===== src/rtl/bcd_pkg.sv =====
// Shared definitions for the BCD-to-binary converter.
//   state_t : sequencer states (IDLE, CONV, DONE)
//   DIG_W   : bits per BCD digit
//   DIG_MAX : largest legal BCD digit value
package bcd_pkg;

    typedef enum logic [1:0] {
        IDLE = 2'd0,
        CONV = 2'd1,
        DONE = 2'd2
    } state_t;

    localparam int unsigned DIG_W   = 4;
    localparam logic [3:0]  DIG_MAX = 4'd9;

endpackage


===== src/rtl/bcd_mac10.sv =====
// Combinational multiply-by-ten-and-add step for the BCD converter.
// Ports:
//   acc           in  W      running binary value
//   digit         in  DIG_W  next BCD digit (MSD first)
//   sum           out W      acc*10 + digit, built from shifts and adds
//   digit_invalid out 1      digit is outside 0..9
module bcd_mac10
    import bcd_pkg::*;
#(
    parameter int W = 18
) (
    input  logic [W-1:0]     acc,
    input  logic [DIG_W-1:0] digit,
    output logic [W-1:0]     sum,
    output logic             digit_invalid
);

    // acc*10 = acc*8 + acc*2; no multiplier is inferred.
    assign sum           = (acc << 3) + (acc << 1) + W'(digit);
    assign digit_invalid = (digit > DIG_MAX);

endmodule


===== src/rtl/bcd_to_bin_seq.sv =====
// Sequential BCD-to-binary converter: one digit per clock, MSD first.
// Ports:
//   clk     in  1        clock, rising edge
//   rst     in  1        synchronous active-high reset
//   start   in  1        request, accepted only when idle
//   bcd_in  in  4*NDIG   packed BCD digits, MSD in top nibble
//   busy    out 1        conversion in progress (CONV or DONE)
//   done    out 1        one-cycle pulse, bin/err valid
//   bin     out BW       binary result, held until the next done
//   err     out 1        last request had a digit above 9
module bcd_to_bin_seq
    import bcd_pkg::*;
#(
    parameter int NDIG = 4,
    parameter int BW   = 14
) (
    input  logic                  clk,
    input  logic                  rst,
    input  logic                  start,
    input  logic [DIG_W*NDIG-1:0] bcd_in,
    output logic                  busy,
    output logic                  done,
    output logic [BW-1:0]         bin,
    output logic                  err
);

    // Four spare bits cover the transient acc*10 growth, so no input,
    // including ones with illegal digits, can overflow.
    localparam int AW  = BW + 4;
    localparam int SRW = DIG_W * NDIG;
    localparam int IW  = $clog2(NDIG + 1);

    state_t           state;
    state_t           state_next;
    logic [SRW-1:0]   sr;
    logic [AW-1:0]    acc;
    logic [AW-1:0]    acc_next;
    logic [IW-1:0]    idx;
    logic             err_flag;
    logic             err_next;
    logic             dig_bad;
    logic             last_dig;
    logic [DIG_W-1:0] digit;

    assign digit    = sr[SRW-1 -: DIG_W];
    assign last_dig = (idx == IW'(NDIG - 1));
    assign err_next = err_flag | dig_bad;

    bcd_mac10 #(.W(AW)) u_mac (
        .acc           (acc),
        .digit         (digit),
        .sum           (acc_next),
        .digit_invalid (dig_bad)
    );

    // State register
    always_ff @(posedge clk) begin
        if (rst) state <= IDLE;
        else     state <= state_next;
    end

    // Next-state logic; start is only looked at in IDLE, so it never queues.
    always_comb begin
        state_next = state;
        case (state)
            IDLE:    if (start) state_next = CONV;
            CONV:    if (last_dig) state_next = DONE;
            DONE:    state_next = IDLE;
            default: state_next = IDLE;
        endcase
    end

    // Outputs decoded from state
    always_comb begin
        busy = (state != IDLE);
        done = (state == DONE);
    end

    // Datapath. bin/err change only on the last CONV edge, so they stay
    // stable across a following request until its own done.
    always_ff @(posedge clk) begin
        if (rst) begin
            sr       <= '0;
            acc      <= '0;
            idx      <= '0;
            err_flag <= 1'b0;
            bin      <= '0;
            err      <= 1'b0;
        end else begin
            case (state)
                IDLE: begin
                    if (start) begin
                        sr       <= bcd_in;
                        acc      <= '0;
                        idx      <= '0;
                        err_flag <= 1'b0;
                    end
                end
                CONV: begin
                    acc      <= acc_next;
                    err_flag <= err_next;
                    sr       <= sr << DIG_W;
                    idx      <= idx + IW'(1);
                    if (last_dig) begin
                        bin <= err_next ? '0 : acc_next[BW-1:0];
                        err <= err_next;
                    end
                end
                default: ;
            endcase
        end
    end

endmodule


===== config.mk =====
export PLATFORM = sky130hd
export DESIGN_NAME = bcd_to_bin_seq
export DESIGN_NICKNAME = d
export VERILOG_FILES = /design/src/rtl/bcd_pkg.sv /design/src/rtl/bcd_mac10.sv /design/src/rtl/bcd_to_bin_seq.sv
export SDC_FILE = /design/constraint.sdc
export NUM_CORES = 1
export LEC_CHECK = 0
export ABC_AREA = 1
export CAP_MARGIN = 20
export CORE_UTILIZATION = 30
export CTS_CLUSTER_SIZE = 40
export DETAILED_ROUTE_END_ITERATION = 6
export HOLD_SLACK_MARGIN = 0.06
export PLACE_DENSITY = 0.48
export RECOVER_POWER = 100
export SLEW_MARGIN = 10
export SYNTH_ARGS = -nofsm -noshare
export SYNTH_HDL_FRONTEND = slang
export SYNTH_HIERARCHICAL = 1
export SYNTH_SLANG_ARGS = --single-unit

===== constraint.sdc =====
create_clock -name clk -period 4.88 [get_ports clk]
set_input_delay 0.976 -clock clk [delete_from_list [all_inputs] [get_ports clk]]
set_output_delay 0.976 -clock clk [all_outputs]
set_load 0.01 [all_outputs]

==> After elaboration in Yosys (flattened, before gate mapping) <==
Cells that the tools add are included.
{ "totals": {"ff_bits": 50, "in_bits": 19, "output_inout_bits": 17, "elab_cells": 35} }
{ "op_classes": {"n_addsub": 3, "magnitude_cmp": 1, "n_eq_ne": 5, "mux": 12, "n_bitwise": 1, "n_reduce_logical": 6} }
{ "op_table": {"columns": ["operator", "count"], "rows": [
  ["$pmux 16 s2", 1],
  ["$pmux 13 s2", 1],
  ["$mux 16", 1],
  ["$add 14x14->14", 1],
  ["$add 14x4->14", 1],
  ["$mux 14", 1],
  ["$mux 13", 1],
  ["$pmux 3 s2", 1],
  ["$reduce_and 2->1", 3],
  ["$gt 4x4->1 const B", 1],
  ["$mux 2", 2],
  ["$ne 2x2->1 const B", 2],
  ["$pmux 2 s2", 1],
  ["$reduce_bool 2->1", 2],
  ["$add 3x1->3 const B", 1],
  ["$eq 3x2->1 const B", 1],
  ["$mux 3", 1],
  ["$eq 2x1->1 const B", 1],
  ["$eq 2x2->1 const B", 1],
  ["$logic_not 2->1", 1],
  ["$pmux 1 s2", 1],
  ["$mux 1", 1],
  ["$or 1x1->1", 1]
]} }

==> Logic depth before layout (Yosys ltp) <==
{ "depth": {"depth_word": 3, "mapped_depth": 16, "mapped_depth_nobuf": 16} }

==> By module <==
Netlist, hierarchy kept.
{ "modules_own_cells": {"columns": ["module", "instances", "cells_each", "area_per_inst_um2", "seq_area_each_um2"], "rows": [
  ["bcd_to_bin_seq", 1, 325, 2328.5, 1101.1],
  ["bcd_mac10", 1, 204, 1191.1, 0.0]
]} }

==> Worst setup path before layout <==
Ideal clock, no wire load.
{ "synth_path": {"path_type": "register -> register", "from": "register acc[0]", "to": "register acc[12]", "setup_time_ns": 0.070, "arrival_ns": 2.140, "required_time_ns": 4.810, "setup_slack_ns": 2.670, "stages_incl_launch_ff": 15, "path_buffers": 0, "period_less_slack_ns": 2.210, "cell_sequence": "dfxtp_1 -> inv_1 -> fa_1 -> fa_1 -> inv_1 -> nand4_1 -> nand2_1 -> nand2_1 -> nand2_1 -> nand2_1 -> nand2_1 -> inv_1 -> nor2_1 -> inv_1 -> a21oi_1"} }
{ "synth_via": {"elab_chain_cells": 3} }
{ "synth_rtl": {"columns": ["element", "line_no", "text"], "rows": [
  ["start, declared", "bcd_to_bin_seq.sv:36", "logic [AW-1:0] acc;"],
  ["start signal, assigned", "bcd_to_bin_seq.sv:100", "acc <= acc_next;"],
  ["$add 14x14->14", "bcd_mac10.sv:19", "assign sum = (acc << 3) + (acc << 1) + W'(digit);"],
  ["$add 14x4->14", "bcd_mac10.sv:19", null],
  ["named net acc_next[12]", "bcd_to_bin_seq.sv:37", "logic [AW-1:0] acc_next;"],
  ["$pmux 13 s2", "bcd_to_bin_seq.sv:90", "case (state)"]
]} }
The timed path passes the listed nets, and every way through them passes these cells.
A chain may end at the register's enable or synchronous reset.

==> Final worst setup path <==
{ "layout_path": {"from": "input port start", "to": "register sr[4]"} }
{ "layout_via": {"elab_chain_cells": 2} }
{ "layout_rtl": {"columns": ["element", "line_no", "text"], "rows": [
  ["start, declared", "bcd_to_bin_seq.sv:19", "input logic start,"],
  ["$ne 2x2->1 (no source line)", null, null],
  ["$reduce_and 2->1 (no source line)", null, null],
  ["end signal, assigned", "bcd_to_bin_seq.sv:93", "sr <= bcd_in;"],
  ["end signal, assigned", "bcd_to_bin_seq.sv:102", "sr <= sr << DIG_W;"],
  ["end, declared", "bcd_to_bin_seq.sv:35", "logic [SRW-1:0] sr;"]
]} }
No other way between the ends.

==> impl_metrics.csv <==
group,metric,value,unit
die,die_w,101.9,um
route,via_per_inst,4.298,
die,dieArea,10380,um^2
timing,maxSlewViolCount,42,
critical_path,cp.required,5020,ps
timing,worst_pin_slew,1828,ps
route,num_vias,2579,
critical_path,path_max_fanout,28,
synthesis,yosysWarnings,6,
global_routing,grt_max_degree,43,
die,core-area,9729,um^2
placed_design,place_area,3379,um^2
clock_tree,cts-root-buf,"clkbuf_8",
cells_and_area,multi_input_area,1534,um^2
die,rows,36,
placed_design,hpwl,4957,um
global_routing,grt_pass1_vias,2501,
critical_path,worstReg2RegEnd,"acc[12]",
hold_path,hold_end,"bin[8]",
cells_and_area,final_cell_area,3473,um^2
route,drt_iter0_drc,87,
clock_tree,cts-resized-gates,0,
hold_path,min-delay-start,"bin[8]",
placed_design,place_congestion,0.7905,
route,antenna_left,0,
cells_and_area,area_delta_synth_final,16.00,%
run_status,violations,"max-capacitance violations, max-slew violations",
timing,finalHoldViolations,0,
timing,rsz0062_at_grt,"false",
cells_and_area,layout_commonest_cell,"nand2_1",
timing,fmax,326.4,MHz
clock_tree,postCtsHoldBufs,0,
run_status,status,"complete, but fails checks",
timing,fin_crit,3063,ps
clock_tree,insertion_delay,310,ps
critical_path,crit_arrival,3200,ps
cells_and_area,final_cell_mix,"nand2_1 (107), inv_1 (76), nand3_1 (50), dfxtp_1 (50), nor2_1 (42)",
synthesis,synth_area,2994,um^2
global_routing,grt_pass1_wl,11530,um
cells_and_area,fill_cells,1098,
clock_tree,clockBufferDepth,2,
die,floorplan.initialDensity,30.77,%
timing,whs,463.9,ps
critical_path,r2r_start,"acc[0]",
cells_and_area,drive_above_1_share,5.782,%
timing,setup-violations-final,0,
route,wl,6624,um
cells_and_area,final_cells,600,
timing,maxSlewHeadroom,-21.89,%
die,io_pins,36,
placed_design,dp_cells,591,
global_routing,grt_overflow_total,0,
flow_run,max_cap_violations,1,
cells_and_area,nets,513,
critical_path,worst_setup_path_start_kind,"primary input",
cells_and_area,utilization,35.70,%
hold_path,min_path_cells,2,
route,drc_errors,0,
timing,timing.final.crit_share,62.78,%
critical_path,reg2regPathDepth,14,
clock_tree,h-tree-depth,2,
critical_path,setup.worst_path.class,"in -> reg",
critical_path,end_kind,"flop",
pwr,ir_drop,0.00009965,V
route,dr.pass1.iters,5,
clock_tree,cts.sinks,50,
timing,fin_skew,11.65,ps
timing,timing.setup.tns,0,ps
cells_and_area,antenna_cells,0,
synthesis,avgSynthCellArea,6.774,um^2
die,die_y,101.9,um
critical_path,r2r_setup_slack,2360,ps
placed_design,pre_cts_slack,1968,ps
clock_tree,path_clk_slew,100,ps
synthesis,syn-num-nets,489,
clock_tree,post_cts_buffers,0,
timing,worst_slack,1817,ps
cells_and_area,seqCellArea,1001,um^2
pwr,leakagePower,1.679,nW
clock_tree,cts_tree,"yes",
global_routing,antenna_found_initial,0,
global_routing,track_usage,14.06,%
route,post_drt_wl_per_cell,11.04,um
hold_path,hp-class,"reg -> reg",
pwr,power,0.7702,mW
clock_tree,numCtsBuffers,5,
synthesis,postSynthCellCount,442,
pwr,power.density,221.8,nW/um^2
placed_design,port_buffers,35,
## worst max-delay path by stage
stage,start,end,slack (ps),cells past startpoint
floorplan,acc[0],acc[12],2690,14
global placement,start,sr[3],2060,5
detailed placement,start,sr[3],1970,5
CTS,state[1],busy,2020,3
global route,start,sr[15],1540,6
finish,start,sr[4],1820,6
## critical path, stage by stage
cell,delay (ps)
dlygate4sd3_1,800
nand2_1,690
nand2_1,500
nor2_1,80
nor2_1,110
nor2_1,40
## layout make-up
cell class              count  share of cell area (%)
repair buffers             37                   10.41
multi-input cells         288                   44.16
inverters                  84                   9.078
clock buffers               6                   2.378
well taps                 133                   4.791
clock inverters             2                  0.3602
flip-flops and latches     50                   28.82
## flip-flops by register name (all words and copies together) (netlist names)
| register | count |
|---|---|
| state | 2 |
| bin | 14 |
| sr | 16 |
| acc | 13 |
| err | 1 |
| idx | 3 |
| err_flag | 1 |
## metal layers
layer	vias up	GRT usage (%)	share of wire, %
met5	-	0	0
met4	0	2.637	0.69
met3	5	3.283	3.4
met2	41	23.86	46
met1	1133	18.33	50
li1	1400	-	-
## report_power, final
| group | switching [mW] | internal (mW) | leakage [nW] |
|---|---|---|---|
| combinational | 0.0539 | 0.0341 | 1.23 |
| sequential | 0.00787 | 0.419 | 0.406 |
| clock | 0.141 | 0.114 | 0.0472 |
(Power assumes the default switching activity.)
